--- src/rtl/ctx_pkg.sv ---
// ctx_pkg: shared definitions for the context-switch sequencer.
//   ctx_state_e : sequencer states
//   CTX_WORDS   : words per process save area (one per general register)
//   FIRST_REG   : first register streamed (register 0 is hard-wired, never saved)
//   LAST_REG    : last register streamed
package ctx_pkg;

    typedef enum logic [2:0] {
        ST_IDLE      = 3'd0,
        ST_SAVE      = 3'd1,
        ST_LOAD      = 3'd2,
        ST_LOAD_TAIL = 3'd3,
        ST_DONE      = 3'd4
    } ctx_state_e;

    localparam int         CTX_WORDS = 64;
    localparam logic [5:0] FIRST_REG = 6'd1;
    localparam logic [5:0] LAST_REG  = 6'd63;

endpackage

--- src/rtl/ctx_addr_gen.sv ---
// ctx_addr_gen: latches the save-area and load-area base addresses when a
// request is accepted and forms the data-memory word address from the
// selected base plus the register index.
//   clk       in   clock
//   srst      in   synchronous active-high reset (clears both bases)
//   latch     in   request accepted this cycle; capture both bases
//   save_id   in   outgoing process id
//   load_id   in   incoming process id
//   addr_en   in   drive an address this cycle (otherwise output is 0)
//   use_load  in   select load base instead of save base
//   idx       in   register index within the save area
//   mem_addr  out  data-memory word address
module ctx_addr_gen #(
    parameter logic [31:0] CTX_BASE = 32'h0000_3000,
    parameter int          ID_W     = 4,
    parameter int          ADDR_W   = 32
) (
    input  logic              clk,
    input  logic              srst,
    input  logic              latch,
    input  logic [ID_W-1:0]   save_id,
    input  logic [ID_W-1:0]   load_id,
    input  logic              addr_en,
    input  logic              use_load,
    input  logic [5:0]        idx,
    output logic [ADDR_W-1:0] mem_addr
);

    logic [ADDR_W-1:0] save_base_reg;
    logic [ADDR_W-1:0] load_base_reg;
    logic [ADDR_W-1:0] save_base_next;
    logic [ADDR_W-1:0] load_base_next;

    // Area p starts at CTX_BASE + p*64; the shift is a concatenation and the
    // sum wraps naturally at ADDR_W bits.
    assign save_base_next = ADDR_W'(CTX_BASE) + ADDR_W'({save_id, 6'b0});
    assign load_base_next = ADDR_W'(CTX_BASE) + ADDR_W'({load_id, 6'b0});

    always_ff @(posedge clk) begin
        if (srst) begin
            save_base_reg <= '0;
            load_base_reg <= '0;
        end else if (latch) begin
            save_base_reg <= save_base_next;
            load_base_reg <= load_base_next;
        end
    end

    always_comb begin
        mem_addr = '0;
        if (addr_en) begin
            mem_addr = (use_load ? load_base_reg : save_base_reg) + ADDR_W'(idx);
        end
    end

endmodule

--- src/rtl/ctx_switch_ctrl.sv ---
// ctx_switch_ctrl: context-switch sequencer. Streams registers 1..63 of the
// outgoing process into its save area, then streams the incoming process's
// save area back into registers 1..63, stalling the CPU meanwhile.
//   Slow_Clock      in   clock
//   Reset           in   synchronous active-high reset
//   Start           in   request pulse, honoured only in IDLE
//   Save_En/Load_En in   enable save / load phase (sampled with Start)
//   Save_Id/Load_Id in   outgoing / incoming process id (sampled with Start)
//   Rf_Read_Sel     out  register-file read select
//   Rf_Read_Data    in   combinational register-file read data
//   Rf_Write_*      out  register-file write strobe, select, data
//   Mem_Addr        out  data-memory word address
//   Mem_Write_*     out  data-memory write strobe, data
//   Mem_Read_Data   in   memory read data, one cycle after Mem_Addr
//   Busy/Stall_Cpu  out  high while SAVE, LOAD or LOAD_TAIL
//   Done            out  one-cycle completion pulse
//   Cur_Id          out  id of the currently loaded process
module ctx_switch_ctrl
    import ctx_pkg::*;
#(
    parameter logic [31:0] CTX_BASE = 32'h0000_3000,
    parameter int          ID_W     = 4,
    parameter int          ADDR_W   = 32
) (
    input  logic              Slow_Clock,
    input  logic              Reset,
    input  logic              Start,
    input  logic              Save_En,
    input  logic              Load_En,
    input  logic [ID_W-1:0]   Save_Id,
    input  logic [ID_W-1:0]   Load_Id,
    output logic [5:0]        Rf_Read_Sel,
    input  logic [31:0]       Rf_Read_Data,
    output logic              Rf_Write_En,
    output logic [5:0]        Rf_Write_Sel,
    output logic [31:0]       Rf_Write_Data,
    output logic [ADDR_W-1:0] Mem_Addr,
    output logic              Mem_Write_En,
    output logic [31:0]       Mem_Write_Data,
    input  logic [31:0]       Mem_Read_Data,
    output logic              Busy,
    output logic              Stall_Cpu,
    output logic              Done,
    output logic [ID_W-1:0]   Cur_Id
);

    ctx_state_e      state_reg, state_next;
    logic [5:0]      idx_reg, idx_next;
    logic            save_en_reg, load_en_reg;
    logic [ID_W-1:0] load_id_reg;
    logic [ID_W-1:0] cur_id_reg;
    logic            busy_reg;
    logic            start_accept;
    logic            addr_en;
    logic            use_load;

    assign start_accept = (state_reg == ST_IDLE) && Start;

    ctx_addr_gen #(
        .CTX_BASE (CTX_BASE),
        .ID_W     (ID_W),
        .ADDR_W   (ADDR_W)
    ) u_addr_gen (
        .clk      (Slow_Clock),
        .srst     (Reset),
        .latch    (start_accept),
        .save_id  (Save_Id),
        .load_id  (Load_Id),
        .addr_en  (addr_en),
        .use_load (use_load),
        .idx      (idx_reg),
        .mem_addr (Mem_Addr)
    );

    // Next-state and index sequencing.
    always_comb begin
        state_next = state_reg;
        idx_next   = idx_reg;
        case (state_reg)
            ST_IDLE: begin
                if (Start) begin
                    idx_next = FIRST_REG;
                    if (Save_En)      state_next = ST_SAVE;
                    else if (Load_En) state_next = ST_LOAD;
                    else              state_next = ST_DONE;
                end
            end
            ST_SAVE: begin
                if (idx_reg == LAST_REG) begin
                    idx_next   = FIRST_REG;
                    state_next = load_en_reg ? ST_LOAD : ST_DONE;
                end else begin
                    idx_next = idx_reg + 6'd1;
                end
            end
            ST_LOAD: begin
                if (idx_reg == LAST_REG) state_next = ST_LOAD_TAIL;
                else                     idx_next   = idx_reg + 6'd1;
            end
            ST_LOAD_TAIL: state_next = ST_DONE;
            ST_DONE:      state_next = ST_IDLE;
            default:      state_next = ST_IDLE;
        endcase
    end

    // Strobes are decoded from the current state and index. During LOAD the
    // memory returns data one cycle late, so each cycle writes the register
    // addressed on the previous cycle; LOAD_TAIL drains register 63.
    always_comb begin
        Rf_Read_Sel    = '0;
        Rf_Write_En    = 1'b0;
        Rf_Write_Sel   = '0;
        Rf_Write_Data  = '0;
        Mem_Write_En   = 1'b0;
        Mem_Write_Data = '0;
        addr_en        = 1'b0;
        use_load       = 1'b0;
        case (state_reg)
            ST_SAVE: begin
                Rf_Read_Sel    = idx_reg;
                addr_en        = 1'b1;
                Mem_Write_En   = 1'b1;
                Mem_Write_Data = Rf_Read_Data;
            end
            ST_LOAD: begin
                addr_en  = 1'b1;
                use_load = 1'b1;
                if (idx_reg > FIRST_REG) begin
                    Rf_Write_En   = 1'b1;
                    Rf_Write_Sel  = idx_reg - 6'd1;
                    Rf_Write_Data = Mem_Read_Data;
                end
            end
            ST_LOAD_TAIL: begin
                Rf_Write_En   = 1'b1;
                Rf_Write_Sel  = LAST_REG;
                Rf_Write_Data = Mem_Read_Data;
            end
            default: ;
        endcase
    end

    always_ff @(posedge Slow_Clock) begin
        if (Reset) begin
            state_reg   <= ST_IDLE;
            idx_reg     <= '0;
            save_en_reg <= 1'b0;
            load_en_reg <= 1'b0;
            load_id_reg <= '0;
            cur_id_reg  <= '0;
            busy_reg    <= 1'b0;
        end else begin
            state_reg <= state_next;
            idx_reg   <= idx_next;
            if (start_accept) begin
                save_en_reg <= Save_En;
                load_en_reg <= Load_En;
                load_id_reg <= Load_Id;
            end
            if (state_reg == ST_DONE && load_en_reg) begin
                cur_id_reg <= load_id_reg;
            end
            busy_reg <= (state_next == ST_SAVE) || (state_next == ST_LOAD) ||
                        (state_next == ST_LOAD_TAIL);
        end
    end

    assign Busy      = busy_reg;
    assign Stall_Cpu = busy_reg;
    assign Done      = (state_reg == ST_DONE);
    assign Cur_Id    = cur_id_reg;

endmodule

--- config.mk ---
export PLATFORM = sky130hd
export DESIGN_NAME = ctx_switch_ctrl
export DESIGN_NICKNAME = d
export VERILOG_FILES = /design/src/rtl/ctx_pkg.sv /design/src/rtl/ctx_addr_gen.sv /design/src/rtl/ctx_switch_ctrl.sv
export SDC_FILE = /design/constraint.sdc
export NUM_CORES = 1
export LEC_CHECK = 0
export ABC_AREA = 1
export BUFFER_PORTS_ARGS = -buffer_cell sky130_fd_sc_hd__buf_2
export CAP_MARGIN = 5
export CORE_AREA = 3 3 92 94
export DETAILED_ROUTE_END_ITERATION = 10
export DIE_AREA = 0 0 95 97
export PLACE_DENSITY = 0.72
export SETUP_SLACK_MARGIN = 0.02
export SYNTH_ARGS = -nofsm -noshare
export SYNTH_HDL_FRONTEND = slang
export SYNTH_HIERARCHICAL = 1
export SYNTH_SLANG_ARGS = --single-unit
--- constraint.sdc ---
create_clock -name Slow_Clock -period 5.02 [get_ports Slow_Clock]
set_input_delay 1.004 -clock Slow_Clock [delete_from_list [all_inputs] [get_ports Slow_Clock]]
set_output_delay 1.004 -clock Slow_Clock [all_outputs]
set_load 0.02 [all_outputs]
## Yosys cells after proc, flatten, opt, wreduce, memory -nomap -nowiden

Index checks and enable logic that the tools add are counted.

| word-level totals | value |
|---|---|
| register bits after elaboration | 83 |
| input bits | 77 |
| output and inout bits | 117 |
| logic and storage cells | 56 |

| operators by class | value |
|---|---|
| add/sub/neg operators | 5 |
| order comparisons | 1 |
| eq/ne operators | 10 |
| multiplexer cells | 24 |
| reduce and logical (&&, ||, !) cells | 8 |

Operators by type and width:

| kind | count |
|---|---|
| $mux W32 | 4 |
| $pmux W32 S2 | 1 |
| $add A32 B6 Y32 | 1 |
| $add A14 B10 Y15 const A | 2 |
| $mux W6 | 5 |
| $mux W3 | 6 |
| $pmux W6 S3 | 1 |
| $eq A3 B2 Y1 const B | 4 |
| $pmux W3 S4 | 1 |
| $pmux W6 S2 | 1 |
| $add A6 B1 Y6 const B | 1 |
| $eq A3 B1 Y1 const B | 2 |
| $eq A6 B6 Y1 const B | 1 |
| $gt A6 B1 Y1 const B | 1 |
| $sub A6 B1 Y6 const B | 1 |
| $mux W1 | 4 |
| $ne A2 B2 Y1 const B | 2 |
| $eq A3 B3 Y1 const B | 1 |
| $logic_not A3 Y1 | 1 |
| $reduce_and A3 Y1 | 1 |
| $reduce_bool A3 Y1 | 1 |
| $logic_and A1 B1 Y1 | 2 |
| $logic_or A1 B1 Y1 | 2 |
| $pmux W1 S2 | 1 |
| $reduce_or A2 Y1 | 1 |

## Longest topological paths before layout

Gate-level depths: netlist of run 1.

| depth | value |
|---|---|
| word-level depth | 7 |
| gate-level depth with buffers | 9 |
| depth with buffers taken out | 8 |

## Cells and area by module

The synthesis of run 1 kept the hierarchy.

By module, submodules not included:

| module | times used | cells an instance | seq. area each (um2) | area an instance (um2) |
|---|---|---|---|---|
| ctx_switch_ctrl | 1 | 302 | 380.4 | 1635.3 |
| ctx_addr_gen | 1 | 112 | 180.2 | 683.2 |

## Worst setup path after synthesis of run 1

No wires, ideal clock.

| path | value |
|---|---|
| path type | flip-flop to output port |
| start | register idx_reg[0] |
| end | output port Rf_Write_Sel[0] |
| buffers on the path | 0 |
| cell stages (with the launch flop) | 6 |
| path slack | 2.372 ns |
| arrival time | 1.644 ns |
| data required time | 4.016 ns |
| cell sequence | dfxtp_1 inv_1 ha_1 o2111ai_1 nand2_1 o21ai_0 |

| on the way | value |
|---|---|
| cells in the longest elaborated chain, start to end | 3 |
| elaborated cells on any way between the ends | 4 |
| classes of those cells | add/sub (1); order compare (1); mux (2) |

RTL lines:

| item | RTL line | text |
|---|---|---|
| from (decl) | ctx_switch_ctrl.sv:48 | `logic [5:0] idx_reg, idx_next;` |
| from (signal assigned) | ctx_switch_ctrl.sv:154 | `idx_reg <= idx_next;` |
| $sub A6 B1 Y6 / $gt A6 B1 Y1 (equally long branches) | ctx_switch_ctrl.sv:130, ctx_switch_ctrl.sv:128 |  |
| $mux W6 * | ctx_switch_ctrl.sv:128 | `if (idx_reg > FIRST_REG) begin` |
| $pmux W6 S2 * | ctx_switch_ctrl.sv:118 | `case (state_reg)` |
| to (decl) | ctx_switch_ctrl.sv:35 | `output logic [5:0] Rf_Write_Sel,` |

Mark *: on every way between the ends. The rest lies on a longest branch, timed or not.

## Worst setup path in the final report of run 1

| path | value |
|---|---|
| start | register state_reg[0] |
| end | output port Mem_Addr[13] |

| on the way | value |
|---|---|
| elaborated cells on any way between the ends | 8 |
| classes of those cells | add/sub (1); eq/ne (2); mux (4); reduce/logical (1) |

RTL lines:

| item | RTL line | text |
|---|---|---|
| from (decl) | ctx_switch_ctrl.sv:47 | `ctx_state_e state_reg, state_next;` |
| from (signal assigned) | ctx_switch_ctrl.sv:153 | `state_reg <= state_next;` |
| $eq A3 B2 Y1 / $eq A3 B1 Y1 (equally long branches) | ctx_switch_ctrl.sv:118 |  |
| $reduce_or A2 Y1 (no line) * | - |  |
| $mux W1 * | ctx_switch_ctrl.sv:118 |  |
| net addr_en | ctx_switch_ctrl.sv:54 | `logic addr_en;` |
| $mux W32 * | ctx_addr_gen.sv:51 | `if (addr_en) begin` |
| to (decl) | ctx_switch_ctrl.sv:37 | `output logic [ADDR_W-1:0] Mem_Addr,` |

The timed path passes the listed nets; every way through them passes the cells marked *.

==> results of run 1 <==
[kinds of logic after synthesis]
group | after synthesis | synth area share, %
flip-flops | 28 | 24.2
buffers and inverters | 142 | 28.4
XOR/XNOR | 4 | 1.51
other | 1 | 0.162
AO/OA/AOI/OAI | 29 | 6.96
adder cells (fa/ha/maj) | 3 | 1.62
AND/OR/NAND/NOR | 207 | 37.1
[where the power goes]
part	leakage (nW)	switching (W)	internal, W	total (W)
clock network	0.0357	0.0000726	0.000107	0.000179
logic	1.93	0.000143	0.0000751	0.000219
registers	0.230	0.0000126	0.000238	0.000250
total	2.20	0.000229	0.000419	0.000648
[cell usage in the layout, fill, tap and decap left out, drive strengths merged]
master,count
conb,20
o21ai,14
dfxtp,28
a31oi,1
clkbuf,3
nand3,11
buf,174
xnor2,1
clkinv,2
xor2,3
o2111ai,1
bufinv,1
o211ai,2
nand2,68
ha,3
nor3,3
o21bai,1
nand4,4
a21oi,10
nor2,120
inv,103
nand3b,1
[worst reg2reg max path, cell delays in order, from the launching register on]
cell and delay [ns]:
dfxtp_1 0.47, inv_2 0.06, nor2_1 0.11, nand2_2 0.44, nand2_1 0.57, nand2_1 0.11, nor3_1 0.19, nor2_1 0.05
[layout make-up]
type | count | area [um2] | share of cell area, %
Sequential cell | 28 | 561 | 17.5
Tap cell | 102 | 128 | 3.98
Multi-Input combinational cell | 263 | 1170 | 36.5
Clock inverter | 1 | 30.0 | 0.937
Clock buffer | 3 | 41.3 | 1.29
Timing Repair Buffer | 174 | 881 | 27.5
Inverter | 105 | 395 | 12.3
[metal layers]
metal | GRT usage (%) | share of wire (%) | wire length, um | up-vias
met5 | 0 | 0 | 0 | -
met4 | 2.00 | 0.53 | 41 | 0
met3 | 1.87 | 7.0 | 541 | 4
met2 | 29.2 | 49 | 3780 | 97
met1 | 19.2 | 43 | 3320 | 1202
li1 | - | - | - | 1467
[through the flow]
stage          setup slack [ns]  std cells
2_1_floorplan              2.37        433
6_report                   1.70        676
3_5_place_dp               1.81        671
4_1_cts                    1.50        675
3_3_place_gp               1.97        671
5_1_grt                    1.46        676
[path summary, 6_finish.rpt]
check / cells past startpoint / end / slack [ns]
min reg2reg: 2 / Cur_Id[1]$_SDFFE_PP0P_ / 0.47
max: 7 / Mem_Addr[13] / 1.70
max reg2reg: 7 / idx_reg[0]$_SDFFE_PP0P_ / 2.92
min: 2 / Cur_Id[1]$_SDFFE_PP0P_ / 0.47
==> run summary, run 1 <==
The horizontal die dimension came out at 95 um. After clock tree synthesis, the clock-pin slew on the worst setup and hold paths is 0.10 ns. 194 I/O pins were placed.

The count of distinct cell types in the synthesized netlist came out at 34. The die covers 0.00922 mm2. The flip-flop count of the largest register, all copies and words added is 6.

After detailed routing, the number of remaining DRC violations is 0. The largest total area in the synthesized netlist belongs to dfxtp_1. The via count normalized by instance count came out at 4.10. The number of gates resized after cts is 0. The final route contains 2770 vias. The initial antenna violation count came to 0. The share of async-settable or async-resettable flops after synthesis is 0%.

In this design, the stage delay of the slowest critical-path cell is 0.57 ns. The cell area reported after detailed placement is 0.00312 mm2. The commonest cells after synthesis are 114 x nor2_1, 97 x inv_1, 63 x nand2_1. The number of buffer cells added on primary ports came out at 173.

The min-delay analysis places its worst path in the category reg -> reg. Along the worst path, the maximum fanout reaches 43. The critical path launch point type is a register. Setup repair after global routing left no endpoint under its margin. The startpoint identified for the worst hold timing path is Cur_Id[1]$_SDFFE_PP0P_. By area the synthesized netlist is led by dfxtp_1 24%, nor2_1 18%, inv_1 16%. The leakage component of the power is 2.20 nW. The number of global-route vias before repair came out at 2605. Final hold analysis gives a worst-case slack of 0.472 ns. The run finished with clean final reports.

The root buffer cell chosen for the clock tree is clkbuf_8. The fmax is 302 MHz. The number of search-and-repair iterations in the first detailed-routing pass came out at 4. The number of warnings reported in the yosys synthesis log came out at 6. The row count is 32.

In this run the remaining antenna-violating nets after routing total 0. The total setup buffers inserted after CTS came out at 0. The final-layout fill cell count came out at 831. The CTS tree is done.

The cell class contributing the biggest share of worst-path delay is simple AND/OR/NAND/NOR gates. The clock network latency to the later pin of the worst-skew pair is 0.27 ns. The core occupancy in the finished layout is 41.5%.

In this run the deepest clock path goes through 2 buffers. After synthesis the cells add up to 0.00232 mm2. The number of diodes is 0.

The final critical path takes up 66.1% of the cycle. The post-synthesis average cell area is 5.60 um2. Once the floorplan was initialized, standard cells occupied 30.0% of the core.

The tool flagged a number of max-cap violations equal to 0. The worst-path cell with the longest stage delay is nand2_1. Routability-driven placement finished with a final weighted congestion of 0.841. The worst-case headroom to the max-slew limit is 48.1%.

Walking the worst path, the cells encountered are inv_2, nor2_1, nand2_2, nand2_1, nand2_1, inv_1, buf_2. The most frequent cell after synthesis is nor2_1. The H-tree depth reported by CTS came out at 1.

The area share of the largest cell type after synthesis is 24.2%. The DRC marker count from the first detailed-route iteration is 86. The die span in y came out at 97 um. The fraction of final layout cells sized beyond drive strength 1 came out at 34.7%. In the synthesized netlist, the number of instances is 414. The net total in the final layout came out at 655.

The commonest register cell after synthesis is dfxtp_1. After routing the design area is 0.00321 mm2. The arrival time reported for the critical path endpoint is 2.31 ns. The worst vdd rail ir drop came out at 159 uV. The data required time at the worst endpoint is 4.02 ns. The final sum of negative setup slack came out at 0 ns. The smallest clock period supported by the final layout is computed as 3.32 ns. Together, buffers and inverters on the worst path number 3.

The critical path is of the reg -> out type. The number of setup violations in the final report is 0. The post-cts hold buffer count is 0.

The startpoint of the most critical setup path is state_reg[0]$_SDFF_PP0_. For this design, the sink count on the clock tree is 28. The TritonCTS buffer count is 3. The number of max-slew violations in the final report came out at 0. The sequential cell area fraction in the yosys report came out at 24.2%. The final routed wirelength across all metal layers is 7.68 mm. The global-route wire length before repair is 12.0 mm. The total overflow reported by the global router is 0. The worst register-to-register path begins at state_reg[0]$_SDFF_PP0_. The total core area came out at 0.00773 mm2. The cell that appears most often on the critical path is nand2_1.

Relative to the synthesized area, the layout overhead comes to 38.3%. For the pin with the worst max-slew slack, the measured transition is 0.775 ns. On the final layout, the worst clock skew is 0.00447 ns. The HPWL after detailed placement is 6.47 mm. STA classifies the critical path endpoint as an output port.

The power density over the cells came out at 202 mW/mm2. The number of register bits inferred by synthesis came out at 28. The number of enable flip-flop cells after synthesis came out at 0.

In the global route stage, overall resource usage came out at 15.6%. The wire length per cell after detailed routing came out at 11.4 um. The final count of hold timing violations was 0. The pin count of the biggest net entering global routing is 44. The total power is 0.000648 W.
(Power assumes the default switching activity.)
==> run 2: changes to the inputs <==
--- a/config.mk
+++ b/config.mk
@@ -5,13 +5,13 @@
 export SDC_FILE = /design/constraint.sdc
 export NUM_CORES = 1
 export LEC_CHECK = 0
-export ABC_AREA = 1
+export ABC_AREA = 0
 export BUFFER_PORTS_ARGS = -buffer_cell sky130_fd_sc_hd__buf_2
 export CAP_MARGIN = 5
-export CORE_AREA = 3 3 92 94
+export CORE_AREA = 3 3 89 91
 export DETAILED_ROUTE_END_ITERATION = 10
-export DIE_AREA = 0 0 95 97
-export PLACE_DENSITY = 0.72
+export DIE_AREA = 0 0 92 94
+export PLACE_DENSITY = 0.74
 export SETUP_SLACK_MARGIN = 0.02
 export SYNTH_ARGS = -nofsm -noshare
 export SYNTH_HDL_FRONTEND = slang
==> constraint.sdc (replaced) <==
create_clock -name Slow_Clock -period 3.25 [get_ports Slow_Clock]
set_input_delay 0.65 -clock Slow_Clock [delete_from_list [all_inputs] [get_ports Slow_Clock]]
set_output_delay 0.65 -clock Slow_Clock [all_outputs]
set_load 0.02 [all_outputs]
==> run summary, run 2 <==
The flow ran to the end, and the final reports show no timing, DRC or antenna violations. The initial antenna violation count came to 0 (unchanged). The maximum buffer depth of the clock tree is 2 (unchanged). The highest metal layer carrying signal wires in the routed design is met4. In the synthesized netlist the dominant register cell turns out to be dfxtp_1.

The shortest period the worst path allows came out at 2.95 ns. The die span in y was 94 um (-3.1%). The delay of the slowest cell on the worst path came out at 0.41 ns (-0.16 ns). The horizontal die dimension came to 92 um (-3.2%).

The most frequent standard cell in the layout excluding fill and tap cells is buf_2. The clock slew seen by the registers of the worst setup and hold paths came to 0.10 ns (about the same). The final-layout fill cell count came out at 768 (-7.6%). The via count normalized by instance count is 4.30 (+5.0%).

The post-synthesis average cell area is 7.92 um2 (+42%). The combined area of all synthesized cells is 0.00214 mm2 (-7.7%). The placed instance count is 521 (-22%).

The number of setup violations in the final report came out at 0 (unchanged). The combined buffer and inverter count along the critical path came out at 3 (unchanged). The met2 wire length is 3.39 mm (-10%). The clock sink count is 28 (unchanged).

The largest fanout on the critical path came out at 33 (-23%). The overall die area was 0.00865 mm2 (-6.2%). The clock tree root buffer cell is clkbuf_8. In the layout the commonest cells are 173 x buf_2, 77 x and2_1, 28 x dfxtp_1, 25 x nor2_1, 22 x mux2i_1. Walking the worst path, the cells encountered are inv_1, ha_1, o21ai_1, o41ai_4, inv_2, and2_1, buf_2. The number of enable flip-flop cells after synthesis is 0 (unchanged).

The global routing usage summed across all routing layers is 13.7% (-1.9 points). The leakage component of the power is 1.70 nW (-23%). The number of warnings reported in the yosys synthesis log is 6 (unchanged).

The post-route DRC violation count came out at 0 (unchanged). The area share of the largest cell type after synthesis came out at 26.2% (+2.0 points). The number of search-and-repair iterations in the first detailed-routing pass came out at 4 (unchanged). The H-tree depth reported by CTS came to 1 (unchanged). The total power came out at 0.000955 W (+47%). The share of async-settable or async-resettable flops after synthesis came out at 0% (unchanged).

The net total in the final layout came out at 507 (-23%). The most frequent cell after synthesis is and2_1. The routed length on met3 came out at 469 um (-13%). In this run the worst hold path is classified as reg -> reg. The row count came out at 31 (-3.1%). The number of buffer cells added on primary ports is 173 (unchanged).

The fmax came out at 339 MHz. The number of routed nets with antenna violations came to 0 (unchanged). The least setup slack across all paths after layout is 0.301 ns (-1.40 ns). The number of register bits inferred by synthesis is 28 (unchanged). The final routed wirelength across all metal layers is 6.64 mm (-14%). The final sum of negative setup slack came out at 0 ns (unchanged). The DRC marker count from the first detailed-route iteration is 56 (-35%). The total overflow reported by the global router came out at 0 (unchanged). The fraction of the cycle the final worst path needs came out at 90.7%. The routed length on met1 is 2.76 mm (-17%).

The cell class contributing the biggest share of worst-path delay is buffers and inverters. The number of max-slew violations in the final report is 0 (unchanged). The total setup buffers inserted after CTS is 0 (unchanged). The count of distinct cell types in the synthesized netlist came out at 43 (+26%). The total non-filler cell area in the finished layout came out at 0.00301 mm2 (-6.2%).

The final count of hold timing violations came out at 0 (unchanged). The I/O pin count came out at 194 (unchanged). The number of gates resized after cts came out at 0 (unchanged). Sorting the synthesized cells by area gives the leading types as dfxtp_1 26%, and2_1 23%, mux2i_1 10%.

The non-filler instance count after layout came to 525 (-22%). The wire length per cell after detailed routing came out at 12.7 um (+11%). The sequential cell area fraction in the yosys report came to 26.2% (+2.0 points).

The worst slack after detailed placement is 0.613 ns (-1.20 ns). STA classifies the critical path endpoint as an output port. The gate count after technology mapping is 270 (-35%). The flip-flop count of the largest register, all copies and words added is 6 (unchanged). The final weighted congestion in routability-driven placement is 0.734 (-13%). The count of max-cap constraint violations came out at 0 (unchanged). The cell area reported after detailed placement came to 0.00294 mm2 (-5.9%). The power density over the cells is 317 mW/mm2 (+57%). TritonCTS built the clock tree.

The setup skew after layout is 0.00347 ns (-0.00100 ns). The setup path with the least slack is of type reg -> out. The total core area is 0.00721 mm2 (-6.6%).

The total via count in the routed design is 2258 (-18%). The detailed placer's ending HPWL was 5.44 mm (-16%). The growth of design area from synthesis to finish is 40.6%. The post-cts hold buffer count is 0 (unchanged). The number of global-route vias before repair is 2073 (-20%). The fraction of final layout cells sized beyond drive strength 1 came out at 44.6% (+9.9 points). The initial core utilization is 29.7% (-0.35 points). The pin count of the biggest net entering global routing is 41 (-6.8%). The arrival time reported for the critical path endpoint came out at 2.30 ns (about the same).

The data required time at the worst endpoint is 2.60 ns (-1.42 ns). The worst vdd rail ir drop is 177 uV (+12%). Setup repair after global routing left no endpoint under its margin. Sorting the synthesized cells by how often they occur yields 77 x and2_1, 28 x dfxtp_1, 26 x buf_4. The largest individual stage delay along the critical path comes from the cell dfxtp_1.

The clock network latency to the later pin of the worst-skew pair is 0.28 ns (about the same). The critical path launch point type is a register. The global-route wire length before repair came to 9.92 mm (-18%). The biggest area contributor in the post-synthesis netlist is dfxtp_1. The number of diodes came out at 0 (unchanged). The TritonCTS buffer count is 3 (unchanged).
run 2: power by group:
part           internal (W)  leakage [nW]  total [W]  switching, W
Combinational      0.000120          1.44   0.000293      0.000173
Sequential         0.000363         0.229   0.000383     0.0000197
Clock              0.000165        0.0357   0.000279      0.000114
run 2: tightest hold or removal path, cell delays in order (launching register included):
cell	delay (ns)
dfxtp_1	0.33
nor2_1	0.04
nor2_1	0.06
run 2: routing by layer:
layer	vias up	track usage [%]
met5	-	0
met4	0	2.72
met3	2	2.00
met2	90	24.5
met1	1024	17.6
li1	1142	-
run 2: final timing paths:
check,slack (ns),endpoint,cells after the start,from
worst max-delay path,0.30,Rf_Write_Data[27],7,idx_reg[0]$_SDFFE_PP0P_
worst min-delay path,0.46,u_addr_gen/load_base_reg[12]$_SDFFE_PP0P_,2,u_addr_gen/load_base_reg[12]$_SDFFE_PP0P_
worst max register to register,1.18,idx_reg[0]$_SDFFE_PP0P_,6,state_reg[0]$_SDFF_PP0_
worst min register to register,0.46,u_addr_gen/load_base_reg[12]$_SDFFE_PP0P_,2,u_addr_gen/load_base_reg[12]$_SDFFE_PP0P_
run 2: per-stage QoR:
step | utilization (%) | hold slack, ns
CTS | 41.7 | 0.470
global route | 41.7 | 0.513
floorplan | - | 0.427
global placement | 40.7 | 0.435
detailed placement | 40.7 | 0.446
finish | 41.7 | 0.463
run 2: logic make-up (layout without fill, tap and decap cells):
| family | after synthesis | after routing | synth area share [%] |
|---|---|---|---|
| fa+ha+maj | 3 | 3 | 1.75 |
| simple gates | 134 | 134 | 35.9 |
| flops | 28 | 28 | 26.2 |
| buf+inv | 49 | 186 | 14.9 |
| xor+xnor | 4 | 4 | 1.64 |
| compound gates | 29 | 29 | 9.18 |
| other cells | 1 | 20 | 0.175 |
| mux | 22 | 22 | 10.3 |
run 2: area by class of cell:
type	count	area [um2]	share of cell area, %
clock buffers	3	41.3	1.37
multi-input cells	212	1340	44.5
well taps	99	124	4.12
flip-flops and latches	28	561	18.6
repair buffers	176	888	29.5
inverters	6	25.0	0.832
clock inverters	1	30.0	0.998
==> run 3: changes to the inputs <==
--- a/config.mk
+++ b/config.mk
@@ -12,6 +12,7 @@
 export DETAILED_ROUTE_END_ITERATION = 10
 export DIE_AREA = 0 0 92 94
 export PLACE_DENSITY = 0.74
+export REMOVE_ABC_BUFFERS = 1
 export SETUP_SLACK_MARGIN = 0.02
 export SYNTH_ARGS = -nofsm -noshare
 export SYNTH_HDL_FRONTEND = slang
==> run summary, run 3 (synthesis results as in run 2) <==
The run finished with clean final reports. The number of instances on the worst hold path is 2 (unchanged). Headroom to the max-slew limit came out at 65.6%. The number of setup violations in the final report is 0 (unchanged). The final-layout fill cell count is 746 (-2.9%). The worst slack after detailed placement came to 0.668 ns (+0.0552 ns). The fraction of final layout cells sized beyond drive strength 1 is 44.6% (unchanged). The final weighted congestion in routability-driven placement came to 0.791 (+7.8%). The row count is 31 (unchanged).

The arrival time reported for the critical path endpoint is 2.25 ns (-0.05 ns). The clock sink count came out at 28 (unchanged). The classification of the worst-slack hold path is reg -> reg. The shortest period the worst path allows came out at 2.90 ns (-0.0449 ns). The path with the worst hold slack has its endpoint at u_addr_gen/load_base_reg[12]$_SDFFE_PP0P_. The cell sitting at the root of the clock tree is a clkbuf_8. The clock network latency to the later pin of the worst-skew pair came out at 0.27 ns (about the same).

The via count normalized by instance count came to 4.41 (+2.6%). The worst-path cell with the longest stage delay is dfxtp_1. The clock power share is 28.5% (-0.7 points). For the pin with the worst max-slew slack, the measured transition is 0.516 ns. The total overflow reported by the global router is 0 (unchanged). The combined flip-flop and latch cell area was 561 um2 (unchanged). The combined buffer and inverter count along the critical path came out at 3 (unchanged). The total power is 0.000949 W (-0.57%).

The overall die area is 0.00865 mm2 (unchanged). The detailed placer's ending HPWL is 5.57 mm (+2.3%). The total via count in the routed design came to 2316 (+2.6%).

The largest fanout on the critical path is 33 (unchanged). The DRC marker count from the first detailed-route iteration is 51 (-8.9%). The number of routed nets with antenna violations came out at 0 (unchanged).

The number of diodes is 0 (unchanged). The TritonCTS buffer count came out at 3 (unchanged). The total core area was 0.00721 mm2 (unchanged). The worst setup path is of the reg -> out kind. The post-route DRC violation count is 0 (unchanged). The nature of the critical path endpoint is an output port. The global-route wire length before repair is 10.3 mm (+3.5%). The depth of the worst register-to-register path is 6 (unchanged). The critical path goes through inv_1, ha_1, o21ai_1, o41ai_4, inv_2, and2_1, buf_2. The global routing usage summed across all routing layers came out at 14.1% (+0.40 points). In this run the critical register-to-register path is launched from state_reg[0]$_SDFF_PP0_. The least setup slack across all paths after layout is 0.346 ns (+0.0449 ns). The critical path launch point type is a register. The switching part of the total power is 31.7% (-0.39 points).

The leakage component of the power was 1.70 nW (unchanged). The fmax is 344 MHz (+1.5%). The count of max-cap constraint violations is 0 (unchanged). The placed instance count was 521 (unchanged). The initial core utilization is 29.7% (unchanged). The non-filler instance count after layout came to 525 (unchanged). The library cell used most frequently in the layout, excluding fill and tap cells, is buf_2. The number of search-and-repair iterations in the first detailed-routing pass is 4 (unchanged). The final routed wirelength across all metal layers is 6.83 mm (+2.9%). The CTS tree is done. The number of max-slew violations in the final report is 0 (unchanged). The wire length per cell after detailed routing came to 13.0 um (+2.9%). The horizontal die dimension came out at 92 um (unchanged). The number of global-route vias before repair came out at 2250 (+8.5%). The number of gates resized after cts came out at 0 (unchanged). The total internal power is 0.000648 W (about the same). The net total in the final layout came out at 507 (unchanged). The total setup buffers inserted after CTS came out at 0 (unchanged). The total non-filler cell area in the finished layout came out at 0.00301 mm2 (unchanged). The delay of the slowest cell on the worst path is 0.40 ns (about the same). The data required time at the worst endpoint is 2.60 ns (about the same). The flip-flop count of the largest register, all copies and words added is 6 (unchanged). The I/O pin count came out at 194 (unchanged). In the layout the commonest cells are 173 x buf_2, 77 x and2_1, 28 x dfxtp_1, 25 x nor2_1, 22 x mux2i_1. The worst hold path begins at u_addr_gen/load_base_reg[12]$_SDFFE_PP0P_. The power density over the cells is 316 mW/mm2 (-0.57%). The combinational share of power was 31.3% (+0.6 points). The maximum buffer depth of the clock tree was 2 (unchanged). The fraction of the cycle the final worst path needs is 89.3% (-1.4 points). The cell area reported after detailed placement came out at 0.00294 mm2 (unchanged). The die span in y is 94 um (unchanged).

The H-tree depth reported by CTS came to 1 (unchanged). Setup repair after global routing left no endpoint under its margin. The pin count of the biggest net entering global routing was 41 (unchanged). The number of buffer cells added on primary ports is 173 (unchanged). The final count of hold timing violations was 0 (unchanged).

The clock slew seen by the registers of the worst setup and hold paths came out at 0.09 ns (about the same). The initial antenna violation count is 0 (unchanged). The setup skew after layout came out at 0.00391 ns (+0.000444 ns). The post-cts hold buffer count came out at 0 (unchanged). The cell class contributing the biggest share of worst-path delay is buffers and inverters. The final sum of negative setup slack is 0 ns (unchanged). The portion of total power attributed to sequential cells is 40.2% (about the same). The reported net switching power came out at 0.000301 W (-1.8%). The growth of design area from synthesis to finish came out at 40.6% (unchanged). The reg-to-reg setup timing slack was 1.16 ns (-0.02 ns).

The area of combinational cells with multiple inputs is 0.00134 mm2 (unchanged). The worst register-to-register path ends at idx_reg[0]$_SDFFE_PP0P_. The worst vdd rail ir drop came out at 286 uV (+62%).
-- run 3: worst max-delay path by stage --
stage                                 start                end  cells past startpoint
finish              idx_reg[0]$_SDFFE_PP0P_  Rf_Write_Data[30]                      7
detailed placement  idx_reg[0]$_SDFFE_PP0P_  Rf_Write_Data[30]                      7
CTS                 idx_reg[0]$_SDFFE_PP0P_  Rf_Write_Data[30]                      7
global route        idx_reg[0]$_SDFFE_PP0P_  Rf_Write_Data[30]                      7
global placement    state_reg[0]$_SDFF_PP0_        Mem_Addr[0]                      6
floorplan                             Start    Busy$_SDFF_PP0_                      4
-- run 3: tightest hold or removal path, stage by stage (launching register included) --
cell,delay (ns)
dfxtp_1,0.33
nor2_1,0.04
nor2_1,0.06
-- run 3: through the flow --
step                      hold WS, ns  util [%]
after global routing            0.531      41.7
after detailed placement        0.452      40.7
final                           0.468      41.7
after floorplan                 0.427         -
after global placement          0.438      40.7
after CTS                       0.475      41.7
-- run 3: layout make-up --
class | instances | area share [%]
inverter | 6 | 0.832
sequential | 28 | 18.6
tap | 99 | 4.12
clock buffer | 3 | 1.37
multi-input combinational | 212 | 44.5
timing repair buffer | 176 | 29.5
clock inverter | 1 | 0.998
-- run 3: routing by layer --
layer	global-route usage (%)	vias to the layer above	share of wire [%]
met1	15.8	1050	39
met4	4.58	0	1.7
met3	2.40	10	8.5
met5	0	-	0
met2	26.8	110	51
li1	-	1146	-
-- run 3: power groups by stage --
stage	clock, W	sequential [W]	combinational, W
floorplan	0	0.000388	0.000183
global route	0.000297	0.000385	0.000325
CTS	0.000280	0.000382	0.000299
detailed placement	0	0.000390	0.000298
finish	0.000270	0.000381	0.000297
global placement	0	0.000388	0.000293
